$ cat src/rtl/stream_frame_router_pkg.sv
// Shared types and helpers for the stream frame router.
//   path_e    : output path select (ping = m0, pong = m1)
//   state_e   : output FSM state encoding
//   idx_width : width of a beat index for a given frame size (minimum 1 bit)
package stream_frame_router_pkg;

  typedef enum logic {
    PATH_PING = 1'b0,
    PATH_PONG = 1'b1
  } path_e;

  typedef enum logic {
    StPing = 1'b0,
    StPong = 1'b1
  } state_e;

  function automatic int unsigned idx_width(input int unsigned n);
    if (n <= 1) begin
      return 1;
    end
    return $clog2(n);
  endfunction

endpackage

$ cat src/rtl/axis_skid_buffer.sv
// Two-entry register slice (output register + skid register) with a
// registered upstream ready.
//   clk, resetn      : clock, synchronous active-low reset
//   hold             : suppress ready for the next cycle (frame-boundary gating)
//   s_data/s_valid   : upstream beat; s_ready is a pure flop output
//   m_data/m_valid   : downstream beat from the output register
//   m_ready          : downstream ready
module axis_skid_buffer #(
  parameter int unsigned DW = 128
) (
  input  logic          clk,
  input  logic          resetn,
  input  logic          hold,
  input  logic [DW-1:0] s_data,
  input  logic          s_valid,
  output logic          s_ready,
  output logic [DW-1:0] m_data,
  output logic          m_valid,
  input  logic          m_ready
);

  logic          out_valid_q, out_valid_d;
  logic [DW-1:0] out_data_q, out_data_d;
  logic          skid_valid_q, skid_valid_d;
  logic [DW-1:0] skid_data_q, skid_data_d;
  logic          ready_q, ready_d;
  logic          s_hs;

  assign s_hs = s_valid && ready_q;

  always_comb begin
    out_valid_d  = out_valid_q;
    out_data_d   = out_data_q;
    skid_valid_d = skid_valid_q;
    skid_data_d  = skid_data_q;
    if (!out_valid_q || m_ready) begin
      // Output register frees up this cycle: refill from skid first to keep order.
      // ready_q is only high while the skid is empty, so skid and s_hs never collide.
      if (skid_valid_q) begin
        out_valid_d  = 1'b1;
        out_data_d   = skid_data_q;
        skid_valid_d = 1'b0;
      end else if (s_hs) begin
        out_valid_d = 1'b1;
        out_data_d  = s_data;
      end else begin
        out_valid_d = 1'b0;
      end
    end else if (s_hs) begin
      // Output stalled: park the accepted beat.
      skid_valid_d = 1'b1;
      skid_data_d  = s_data;
    end
    ready_d = !skid_valid_d && !hold;
  end

  always_ff @(posedge clk) begin
    if (!resetn) begin
      out_valid_q  <= 1'b0;
      out_data_q   <= '0;
      skid_valid_q <= 1'b0;
      skid_data_q  <= '0;
      ready_q      <= 1'b0;
    end else begin
      out_valid_q  <= out_valid_d;
      out_data_q   <= out_data_d;
      skid_valid_q <= skid_valid_d;
      skid_data_q  <= skid_data_d;
      ready_q      <= ready_d;
    end
  end

  assign s_ready = ready_q;
  assign m_valid = out_valid_q;
  assign m_data  = out_data_q;

endmodule

$ cat src/rtl/stream_frame_router.sv
// Cuts an incoming stream into frames of FRAME_SIZE beats and routes whole
// frames alternately to m0 (ping) and m1 (pong), marking each frame's final
// beat with tlast. New input frames only start while enable is high.
//   clk, resetn          : clock, synchronous active-low reset
//   enable               : permits starting a new input frame
//   s_axis_*             : input stream, tready registered
//   m0_axis_*, m1_axis_* : ping / pong output streams
//   active_path          : path the current output frame is routed to
//   frame_count          : frames fully delivered (tlast beat accepted), wraps
//   in_beat_idx          : input-side beat index within the current frame
module stream_frame_router
  import stream_frame_router_pkg::*;
#(
  parameter int unsigned DW         = 128,
  parameter int unsigned FRAME_SIZE = 256,
  parameter int unsigned CW         = 32
) (
  input  logic                                clk,
  input  logic                                resetn,
  input  logic                                enable,
  input  logic [DW-1:0]                       s_axis_tdata,
  input  logic                                s_axis_tvalid,
  output logic                                s_axis_tready,
  output logic [DW-1:0]                       m0_axis_tdata,
  output logic                                m0_axis_tvalid,
  output logic                                m0_axis_tlast,
  input  logic                                m0_axis_tready,
  output logic [DW-1:0]                       m1_axis_tdata,
  output logic                                m1_axis_tvalid,
  output logic                                m1_axis_tlast,
  input  logic                                m1_axis_tready,
  output logic                                active_path,
  output logic [CW-1:0]                       frame_count,
  output logic [idx_width(FRAME_SIZE)-1:0]    in_beat_idx
);

  localparam int unsigned   IW      = idx_width(FRAME_SIZE);
  localparam logic [IW-1:0] LastIdx = IW'(FRAME_SIZE - 1);
  localparam logic [IW-1:0] OneIdx  = IW'(1);

  state_e        state_q, state_d;
  logic [IW-1:0] out_idx_q, out_idx_d;
  logic [IW-1:0] in_idx_q, in_idx_d;
  logic [CW-1:0] frame_count_q, frame_count_d;

  logic          hold;
  logic          s_hs;
  logic          buf_valid;
  logic [DW-1:0] buf_data;
  logic          sel_ready;
  logic          m_hs;
  logic          out_last;
  path_e         path_sel;

  axis_skid_buffer #(
    .DW(DW)
  ) u_skid (
    .clk    (clk),
    .resetn (resetn),
    .hold   (hold),
    .s_data (s_axis_tdata),
    .s_valid(s_axis_tvalid),
    .s_ready(s_axis_tready),
    .m_data (buf_data),
    .m_valid(buf_valid),
    .m_ready(sel_ready)
  );

  assign s_hs     = s_axis_tvalid && s_axis_tready;
  // Non-selected output's tready never influences the datapath.
  assign sel_ready = (state_q == StPing) ? m0_axis_tready : m1_axis_tready;
  assign m_hs     = buf_valid && sel_ready;
  assign out_last = (out_idx_q == LastIdx);

  always_comb begin
    state_d       = state_q;
    out_idx_d     = out_idx_q;
    in_idx_d      = in_idx_q;
    frame_count_d = frame_count_q;

    if (s_hs) begin
      in_idx_d = (in_idx_q == LastIdx) ? '0 : in_idx_q + OneIdx;
    end

    if (m_hs) begin
      if (out_last) begin
        out_idx_d     = '0;
        state_d       = (state_q == StPing) ? StPong : StPing;
        frame_count_d = frame_count_q + CW'(1);
      end else begin
        out_idx_d = out_idx_q + OneIdx;
      end
    end

    // Registered ready for next cycle: block at a frame boundary while disabled.
    hold = (in_idx_d == '0) && !enable;
  end

  always_ff @(posedge clk) begin
    if (!resetn) begin
      state_q       <= StPing;
      out_idx_q     <= '0;
      in_idx_q      <= '0;
      frame_count_q <= '0;
    end else begin
      state_q       <= state_d;
      out_idx_q     <= out_idx_d;
      in_idx_q      <= in_idx_d;
      frame_count_q <= frame_count_d;
    end
  end

  // Output demux: only the selected path sees valid/data/tlast.
  always_comb begin
    m0_axis_tvalid = 1'b0;
    m0_axis_tlast  = 1'b0;
    m0_axis_tdata  = '0;
    m1_axis_tvalid = 1'b0;
    m1_axis_tlast  = 1'b0;
    m1_axis_tdata  = '0;
    path_sel       = PATH_PING;
    unique case (state_q)
      StPing: begin
        path_sel       = PATH_PING;
        m0_axis_tvalid = buf_valid;
        m0_axis_tlast  = buf_valid && out_last;
        m0_axis_tdata  = buf_data;
      end
      StPong: begin
        path_sel       = PATH_PONG;
        m1_axis_tvalid = buf_valid;
        m1_axis_tlast  = buf_valid && out_last;
        m1_axis_tdata  = buf_data;
      end
      default: ;
    endcase
  end

  assign active_path = path_sel;
  assign frame_count = frame_count_q;
  assign in_beat_idx = in_idx_q;

endmodule

$ cat config.mk
export PLATFORM = sky130hd
export DESIGN_NAME = stream_frame_router
export DESIGN_NICKNAME = d
export VERILOG_FILES = /design/src/rtl/stream_frame_router_pkg.sv /design/src/rtl/axis_skid_buffer.sv /design/src/rtl/stream_frame_router.sv
export SDC_FILE = /design/constraint.sdc
export NUM_CORES = 1
export LEC_CHECK = 0
export ABC_CLOCK_PERIOD_IN_PS = 6400
export CAP_MARGIN = 20
export CORE_MARGIN = 5
export CORE_UTILIZATION = 51
export DETAILED_ROUTE_END_ITERATION = 8
export GPL_TIMING_DRIVEN = 0
export PLACE_DENSITY = 0.92
export SETUP_SLACK_MARGIN = 0.3
export SKIP_LAST_GASP = 1
export SLEW_MARGIN = 20
export SYNTH_ARGS = -nofsm -noshare
export SYNTH_HDL_FRONTEND = slang
export SYNTH_SLANG_ARGS = --single-unit
$ cat constraint.sdc
create_clock -name clk -period 6.4 [get_ports clk]
set_clock_uncertainty 0.1 [all_clocks]
set_input_delay 1.6 -clock clk [delete_from_list [all_inputs] [get_ports clk]]
set_output_delay 1.6 -clock clk [all_outputs]
set_load 0.005 [all_outputs]
* Yosys cells after proc, flatten, opt, wreduce, memory -nomap -nowiden *
Index checks and enable logic that the tools add are counted.

word-level totals
  flip-flop bits (word level) = 308
  input port bits = 134
  output and inout port bits = 302
  logic and storage cells = 49

cells by class
  add/sub/neg operators = 3
  equality and inequality tests = 2
  muxes and demuxes = 18
  bitwise gates (word level) = 2
  reductions and logical operators = 15

operator list
  kind                   number
  $mux 128               4
  $add 32x1->32 const B  1
  $mux 8                 3
  $add 8x1->8 const B    2
  $eq 8x8->1 const B     2
  $mux 1                 10
  $logic_not 8->1        1
  $reduce_and 2->1       3
  $logic_and 1x1->1      5
  $logic_not 1->1        4
  $not 1->1              2
  $pmux 1 s2             1
  $reduce_bool 2->1      1
  $logic_or 1x1->1       1

* Logic depth before layout (Yosys ltp) *
  depth in word-level cells = 7
  depth in mapped cells = 9
  gate-level depth less buffers = 6

* Hierarchy *
From an unflattened synthesis, not the netlist that was laid out.

second synthesis, totals
  cell total of the unflattened synthesis = 1730
  area, all modules = 15084.5 µm²

by module, submodules not included
  module               instances  cells an instance  area an instance (µm²)
  axis_skid_buffer     1          1152               10954.3
  stream_frame_router  1          578                4130.2

* Least setup slack after synthesis *
OpenSTA, ideal clock, no wires.

  path type = input port to flip-flop
  start = input port m1_axis_tready
  end = register frame_count_q[30], in the netlist frame_count[30]
  setup time = 70 ps
  arrival time = 3284 ps
  required time = 6230 ps
  setup slack = 2945 ps
  stages = 8
  buffers on the path = 3
  cells stage by stage = mux2i_1 -> nand2b_1 -> clkbuf_1 -> or4_4 -> buf_6 -> buf_6 -> or4_1 -> a21oi_1

between the ends
  longest elaborated chain between the ends = 3

ends and longest elaborated chain
  item                        RTL line                    text
  start, declared             stream_frame_router.sv:31   input logic m1_axis_tready,
  $mux 1                      stream_frame_router.sv:71   assign sel_ready = (state_q == StPing) ? m0_axis_tready : m1_axis_tready;
  $logic_and 1x1->1           stream_frame_router.sv:72   assign m_hs = buf_valid && sel_ready;
  $reduce_and 2->1 (no line)  n/a
  end signal, assigned        stream_frame_router.sv:109  frame_count_q <= frame_count_d;
  end, declared               stream_frame_router.sv:44   logic [CW-1:0] frame_count_q, frame_count_d;

Every way passes these cells.
A chain may end at the register's enable or synchronous reset.

* Final worst setup path *
  start = register state_q
  end = output port m1_axis_tdata[16]

between the ends
  longest elaborated chain between the ends = 1

ends and longest elaborated chain
  item                    RTL line                    text
  start, declared         stream_frame_router.sv:41   state_e state_q, state_d;
  start signal, assigned  stream_frame_router.sv:101  state_q <= StPing;
  start signal, assigned  stream_frame_router.sv:106  state_q <= state_d;
  $mux 128                stream_frame_router.sv:122  unique case (state_q)
  end, declared           stream_frame_router.sv:28   output logic [DW-1:0] m1_axis_tdata,

Every way passes these cells.

==> flow_summary_export.csv <==
group,metric,value,unit
outcome,status,"finished, final reports clean",
grt,grt_max_degree,14,
worst_hold_path,min-delay-start,"u_skid.skid_data_q[6]$_SDFFE_PN0P_",
power,peakVddDrop,0.000174,V
critical_path,critical_path.max_stage_delay,0.87,ns
critical_path,path_max_fanout,10,
power,p_comb_share,10.9,%
detailed_routing,wl_per_cell,19.4,µm
detailed_routing,wirelength,50400,µm
clock_network,cts.htree.levels,2,
critical_path,setup.worst_path.start_class,"register",
place,place_hpwl,36700,µm
floorplanning,io_pins,436,
sta,worstMarginPinSlew,1.09,ns
power,pwr-share-clk,44.4,%
yosys,synth.most_common_cell,"dfxtp_1",
cells_and_area,fillerInstances,1949,
power,power.density,228,mW/mm²
critical_path,path_common_cell,"clkbuf_1",
sta,rsz0062_at_grt,"false",
sta,fin_crit,5.55,ns
yosys,synthArstFlopShare,0,%
sta,setup_viol,0,
place,placedCellCount,2531,
yosys,syn_nets,1861,
floorplanning,row_count,60,
yosys,syn-instance-count,1724,
cells_and_area,layout.cells.non_filler,2597,
power,internal-power,3.50,mW
power,p_sw,1.08,mW
power,fin_total_pwr,4.58,mW
yosys,postSynthAreaPerCell,8.17,µm²
critical_path,startpoint,"state_q$_SDFFE_PN0P_",
yosys,synth_cell_type_count,39,
power,p_sw_share,23.6,%
sta,holdWs,0.355,ns
grt,grt_pass1_vias,14114,
critical_path,critPathCaptureType,"output pin",
clock_network,postCtsHoldBufs,0,
clock_network,clk_latency,0.50,ns
sta,relSlewSlack,27.6,%
detailed_routing,viasPerCell,5.58,
clock_network,cts_setup_buffers,0,
yosys,yosys.area.top_type_share,43.8,%
sta,fin_tns_setup,0,ns
critical_path,crit_type,"reg -> out",
detailed_routing,drt-initial-drc-count,1171,
yosys,synth_area_leaders,"dfxtp_1 44%, mux2i_1 9.3%, nand2_1 7.7%",
clock_network,cts.clk_slew.worst_paths,0.06,ns
yosys,yosys-top-cells-count,"308 x dfxtp_1, 288 x nand2_1, 160 x nor2_1, 154 x a21oi_1, 141 x clkbuf_1",
clock_network,cts.path.max_buffers,3,
detailed_routing,drcViolationCount,0,
clock_network,cts_buffers,34,
grt,grt_usage,30.7,%
critical_path,worstPathArrival,3.85,ns
critical_path,crit_required,4.70,ns
floorplanning,chipWidth,176,µm
critical_path,crit_path_cell_trace,"clkbuf_1 -> clkbuf_1 -> clkbuf_1 -> and2_1 -> clkdlybuf4s50_1",
worst_hold_path,hold_class,"reg -> reg",
clock_network,clockRootBuffer,"clkbuf_16",
cells_and_area,area_delta_synth_final,42.6,%
clock_network,ctsResizeCount,0,
yosys,synth_edf_count,0,
detailed_routing,ant_nets,0,
critical_path,r2r_cells,9,
yosys,synth_ff_type,"dfxtp_1",
worst_hold_path,whs_path_depth,2,
floorplanning,die_y,176,µm
place,io_buffers,435,
sta,min_period_over_period,86.8,%
grt,grt_pass1_wl,77000,µm
critical_path,r2r_start,"out_idx_q[0]$_SDFFE_PN0P_",
cells_and_area,nNetsFinal,2332,
grt,antenna_found_initial,6,
floorplanning,coreArea,0.0271,mm²
cells_and_area,drive_gt1_share,2.66,%
sta,max_freq,0.180,GHz
yosys,ys_warn_count,0,
power,sequentialPowerShare,44.7,%
floorplanning,die-area,0.0310,mm²
yosys,synth_top_area_cell,"dfxtp_1",
yosys,mappedNetlistArea,0.0141,mm²
yosys,ys_seq_area_share,43.8,%
place,gp_congestion,0.875,
sta,maxSlewViolCount,0,
critical_path,cpMaxStageDelayCell,"clkbuf_1",
floorplanning,start_util,52.0,%
clock_network,cts_tree,"yes",
grt,grt-ovfl-total,0,
sta,hold_viol_final,0,
power,p_leak,6.71,nW
detailed_routing,vias,14492,
clock_network,clkSinkCount,308,
yosys,ys_seq_elements,308,
job,maxCapViolations,0,
detailed_routing,drtPass1Iterations,7,
-- critical path: cells and delay by family (launching register included) --
family	cells	cell delay, ns
buf+inv	4	2.64
flops	1	0.41
simple gates	1	0.28
-- layer usage --
layer,vias up,part of all wire [%],global-route usage [%]
met1,6895,40,38.0
met4,4,4.9,14.3
li1,6776,-,-
met3,164,6.5,4.80
met5,-,0.052,0
met2,653,49,52.7
-- cell families after synthesis --
family | count (synthesis) | synth area share, %
flip-flops | 308 | 43.8
buffers and inverters | 153 | 4.19
multiplexers | 131 | 9.31
AND/OR/NAND/NOR | 792 | 27.3
adder cells (fa/ha/maj) | 3 | 0.267
XOR/XNOR | 21 | 1.31
AO/OA/AOI/OAI | 316 | 13.8
-- sequential cells by signal, summed over array words and instances (netlist names) --
signal and count:
out_idx_q 8, u_skid.m_valid 1, u_skid.skid_valid_q 1, frame_count 32
u_skid.m_data 128, state_q 1, in_beat_idx 8, u_skid.skid_data_q 128
u_skid.s_ready 1
-- final cells by class --
type                    instances  area (µm²)  area share (%)
multi-input cells            1263        7330            36.5
repair buffers                435        4350            21.7
plain buffers                 148         572            2.85
clock buffers                  50        1030            5.15
inverters                       5        18.8          0.0935
flip-flops and latches        308        6170            30.7
well taps                     372         465            2.32
clock inverters                10         128           0.635
diodes                          6        15.0          0.0748
-- through the flow --
| step | setup WS [ns] | cell area, µm² | util [%] |
|---|---|---|---|
| floorplan | 2.95 | 14100 | - |
| global placement | 1.47 | 18900 | 69.8 |
| detailed placement | 1.52 | 18900 | 69.8 |
| CTS | 0.927 | 20100 | 74.0 |
| global route | 0.783 | 20100 | 74.1 |
| finish | 0.846 | 20100 | 74.1 |
-- power groups by stage --
stage / clock network [mW] / registers (mW) / logic (mW)
after floorplan: 0 / 2.06 / 0.216
after global placement: 0 / 2.08 / 0.476
after detailed placement: 0 / 2.08 / 0.491
after CTS: 2.05 / 2.04 / 0.498
after global routing: 2.13 / 2.05 / 0.539
final: 2.03 / 2.04 / 0.500
-- worst paths after layout --
| kind | end | slack (ns) |
|---|---|---|
| max reg2reg | frame_count[30]$_SDFFE_PN0P_ | 3.61 |
| max | m1_axis_tdata[16] | 0.85 |
| min reg2reg | u_skid.skid_data_q[6]$_SDFFE_PN0P_ | 0.35 |
| min | u_skid.skid_data_q[6]$_SDFFE_PN0P_ | 0.35 |
-- placed cells by master, fill, tap and decap left out, types with 3 or more instances in the layout --
| cell type | count |
|---|---|
| clkinv_2 | 6 |
| and3_1 | 6 |
| mux2i_1 | 131 |
| clkbuf_1 | 148 |
| a211oi_1 | 128 |
| or3_1 | 15 |
| bufinv_16 | 3 |
| xnor2_1 | 14 |
| nor4_1 | 7 |
| clkbuf_16 | 37 |
| nor2b_1 | 131 |
| diode_2 | 6 |
| nor3_1 | 9 |
| and2_1 | 132 |
| ha_1 | 3 |
| buf_1 | 4 |
| nand2_1 | 288 |
| clkbuf_8 | 6 |
| inv_1 | 5 |
| o31ai_1 | 11 |
| nand4b_1 | 3 |
| nand3_1 | 10 |
| nor2_1 | 160 |
| o21ai_0 | 15 |
| nand4_1 | 11 |
| xor2_1 | 7 |
| dfxtp_1 | 308 |
| a21oi_1 | 154 |
| or4_1 | 11 |
| clkdlybuf4s50_1 | 435 |
Note: power is estimated with default switching activity, not from simulation.
==> variant (same flow settings) <==
Make the reset (`resetn`) asynchronous in 2 clocked blocks. Comments in the files are not updated.
--- a/src/rtl/axis_skid_buffer.sv
+++ b/src/rtl/axis_skid_buffer.sv
@@ -54,7 +54,7 @@
     ready_d = !skid_valid_d && !hold;
   end
 
-  always_ff @(posedge clk) begin
+  always_ff @(posedge clk or negedge resetn) begin
     if (!resetn) begin
       out_valid_q  <= 1'b0;
       out_data_q   <= '0;
--- a/src/rtl/stream_frame_router.sv
+++ b/src/rtl/stream_frame_router.sv
@@ -96,7 +96,7 @@
     hold = (in_idx_d == '0) && !enable;
   end
 
-  always_ff @(posedge clk) begin
+  always_ff @(posedge clk or negedge resetn) begin
     if (!resetn) begin
       state_q       <= StPing;
       out_idx_q     <= '0;
Check against the original RTL: differs if resetn is asserted again (counterexample within 4 cycles, from zero or initial values and one cycle with resetn low); with resetn held inactive, the same outputs for 4 cycles.
==> variant against the original RTL <==
  * Wire length is 8.9% lower
  * Hold slack better by 0.021 ns
  * Sequential cell count stayed put
  * Setup slack better by 0.52 ns
  * Final area is 4.5% higher
  * Area after synthesis is 5.6% higher
  * Register-to-register slack better by 0.09 ns
Power is not compared: it rests on default switching activity, and its combinational part moved more than twofold at a synthesized area within 25%.
==> variant: results (changes against the original RTL) <==
WHS Endpoint -> frame_count[31]
Routability-driven placement congestion ratio -> 0.8944 (+2.2%)
Filler Cell Count -> 1896 (-2.7%)
Wire length on met3 -> 3.813 mm (+16%)
Largest cells by area after synthesis -> dfrtp_1, mux2_2, mux2i_1, and2_1, nor2b_1
Vias in the first global route -> 13110 (-7.1%)
Cells on worst reg2reg path -> 6 (-3)
Hold path cells -> 1 (-1)
FF-to-FF End -> u_skid.m_data[19]
Nets@finish -> 1974 (-15%)
Top cells by instance count after synthesis -> dfrtp_1, and2_1, a21oi_1, nor2_1, mux2_2
Met2 routed WL -> 23.11 mm (-6.2%)
Initial antenna violation count -> 8 (+2)
Starting DRT DRC Count -> 782 (-33%)
Status -> finished, final reports clean
FF-to-FF setup slack -> 3.70 ns (+0.09 ns)
WL final -> 45.87 mm (-8.9%)
RR Startpoint -> state_q
Largest net degree at the start of global routing -> 102 (+88)
Share of layout cells above drive strength 1 -> 0.1242 (+0.09760)
Worst EP arrival -> 3.33 ns (-0.52 ns)
Drt first pass iters -> 5 (-2)
Final HPWL DP -> 34.08 mm (-7.1%)
GRT Util Overall -> 0.2749 (-0.03241)
Share of flip-flops with an asynchronous set or reset -> 1.000 (+1.000)
Syn Nets -> 1500 (-19%)
Slew margin rel. -> 0.2397 (-0.03637)
variant: cell types whose count changed after synthesis, moves of 22 or more:
cell	before	now
a211oi_1	128	0
a21oi_1	154	132
buf_2	1	30
clkbuf_1	141	58
dfrtp_1	0	308
dfxtp_1	308	0
mux2_2	0	130
nand2_1	288	21
nor2_1	160	132
variant: logic make-up after synthesis:
family,synth area share
simple gates,0.1863
mux,0.1862
fa+ha+maj,0.002523
flops,0.5180
compound gates,0.05415
buf+inv,0.02876
xor+xnor,0.02413
variant: final cells by class:
type	instances	area, um2	area share
antenna	6	15.01	0.0007154
clock buffer	46	999.7	0.04763
tap	384	480.5	0.02289
buffer	94	397.9	0.01896
clock inverter	13	171.4	0.008167
inverter	8	30.03	0.001431
sequential	308	7707	0.3672
timing repair buffer	438	4442	0.2116
multi-input combinational	953	6744	0.3213
variant: per-stage QoR:
stage	hold WS [ns]	instances	TNS, ns	setup slack (ns)	cell area (um2)
after floorplan	0.3647	1363	0	3.355	14880
after global placement	0.3620	2182	-2847.14	-9.279	19710
after detailed placement	0.3676	2185	0	1.889	19800
after CTS	0.3757	2244	0	1.336	20970
after global routing	0.3868	2250	0	1.264	20990
final	0.3755	2250	0	1.367	20990
variant: routing by layer:
| layer | up-vias | track usage |
|---|---|---|
| li1 | 5570 | - |
| met1 | 6080 | 0.3297 |
| met2 | 519 | 0.4799 |
| met3 | 93 | 0.06857 |
| met4 | 2 | 0.1019 |
| met5 | - | 0 |
variant: how the worst max path moves through the flow:
stage	start	to	slack, ns	depth (start not counted)
6_report	state_q	m0_axis_tdata[79]	1.37	5
2_1_floorplan	s_axis_tvalid	u_skid.skid_data_q[0]	3.36	6
3_5_place_dp	state_q	m0_axis_tdata[79]	1.89	5
4_1_cts	state_q	m0_axis_tdata[79]	1.34	5
3_3_place_gp	resetn	u_skid.skid_data_q[59]	-9.28	1
5_1_grt	state_q	m0_axis_tdata[79]	1.26	5
variant: power by group:
group / leakage (nW) / internal [mW] / switching [mW]
clock network: 0.579 / 1.26 / 0.779
logic: 4.40 / 1.37 / 0.907
registers: 3.60 / 2.55 / 0.471
total: 8.58 / 5.18 / 2.16
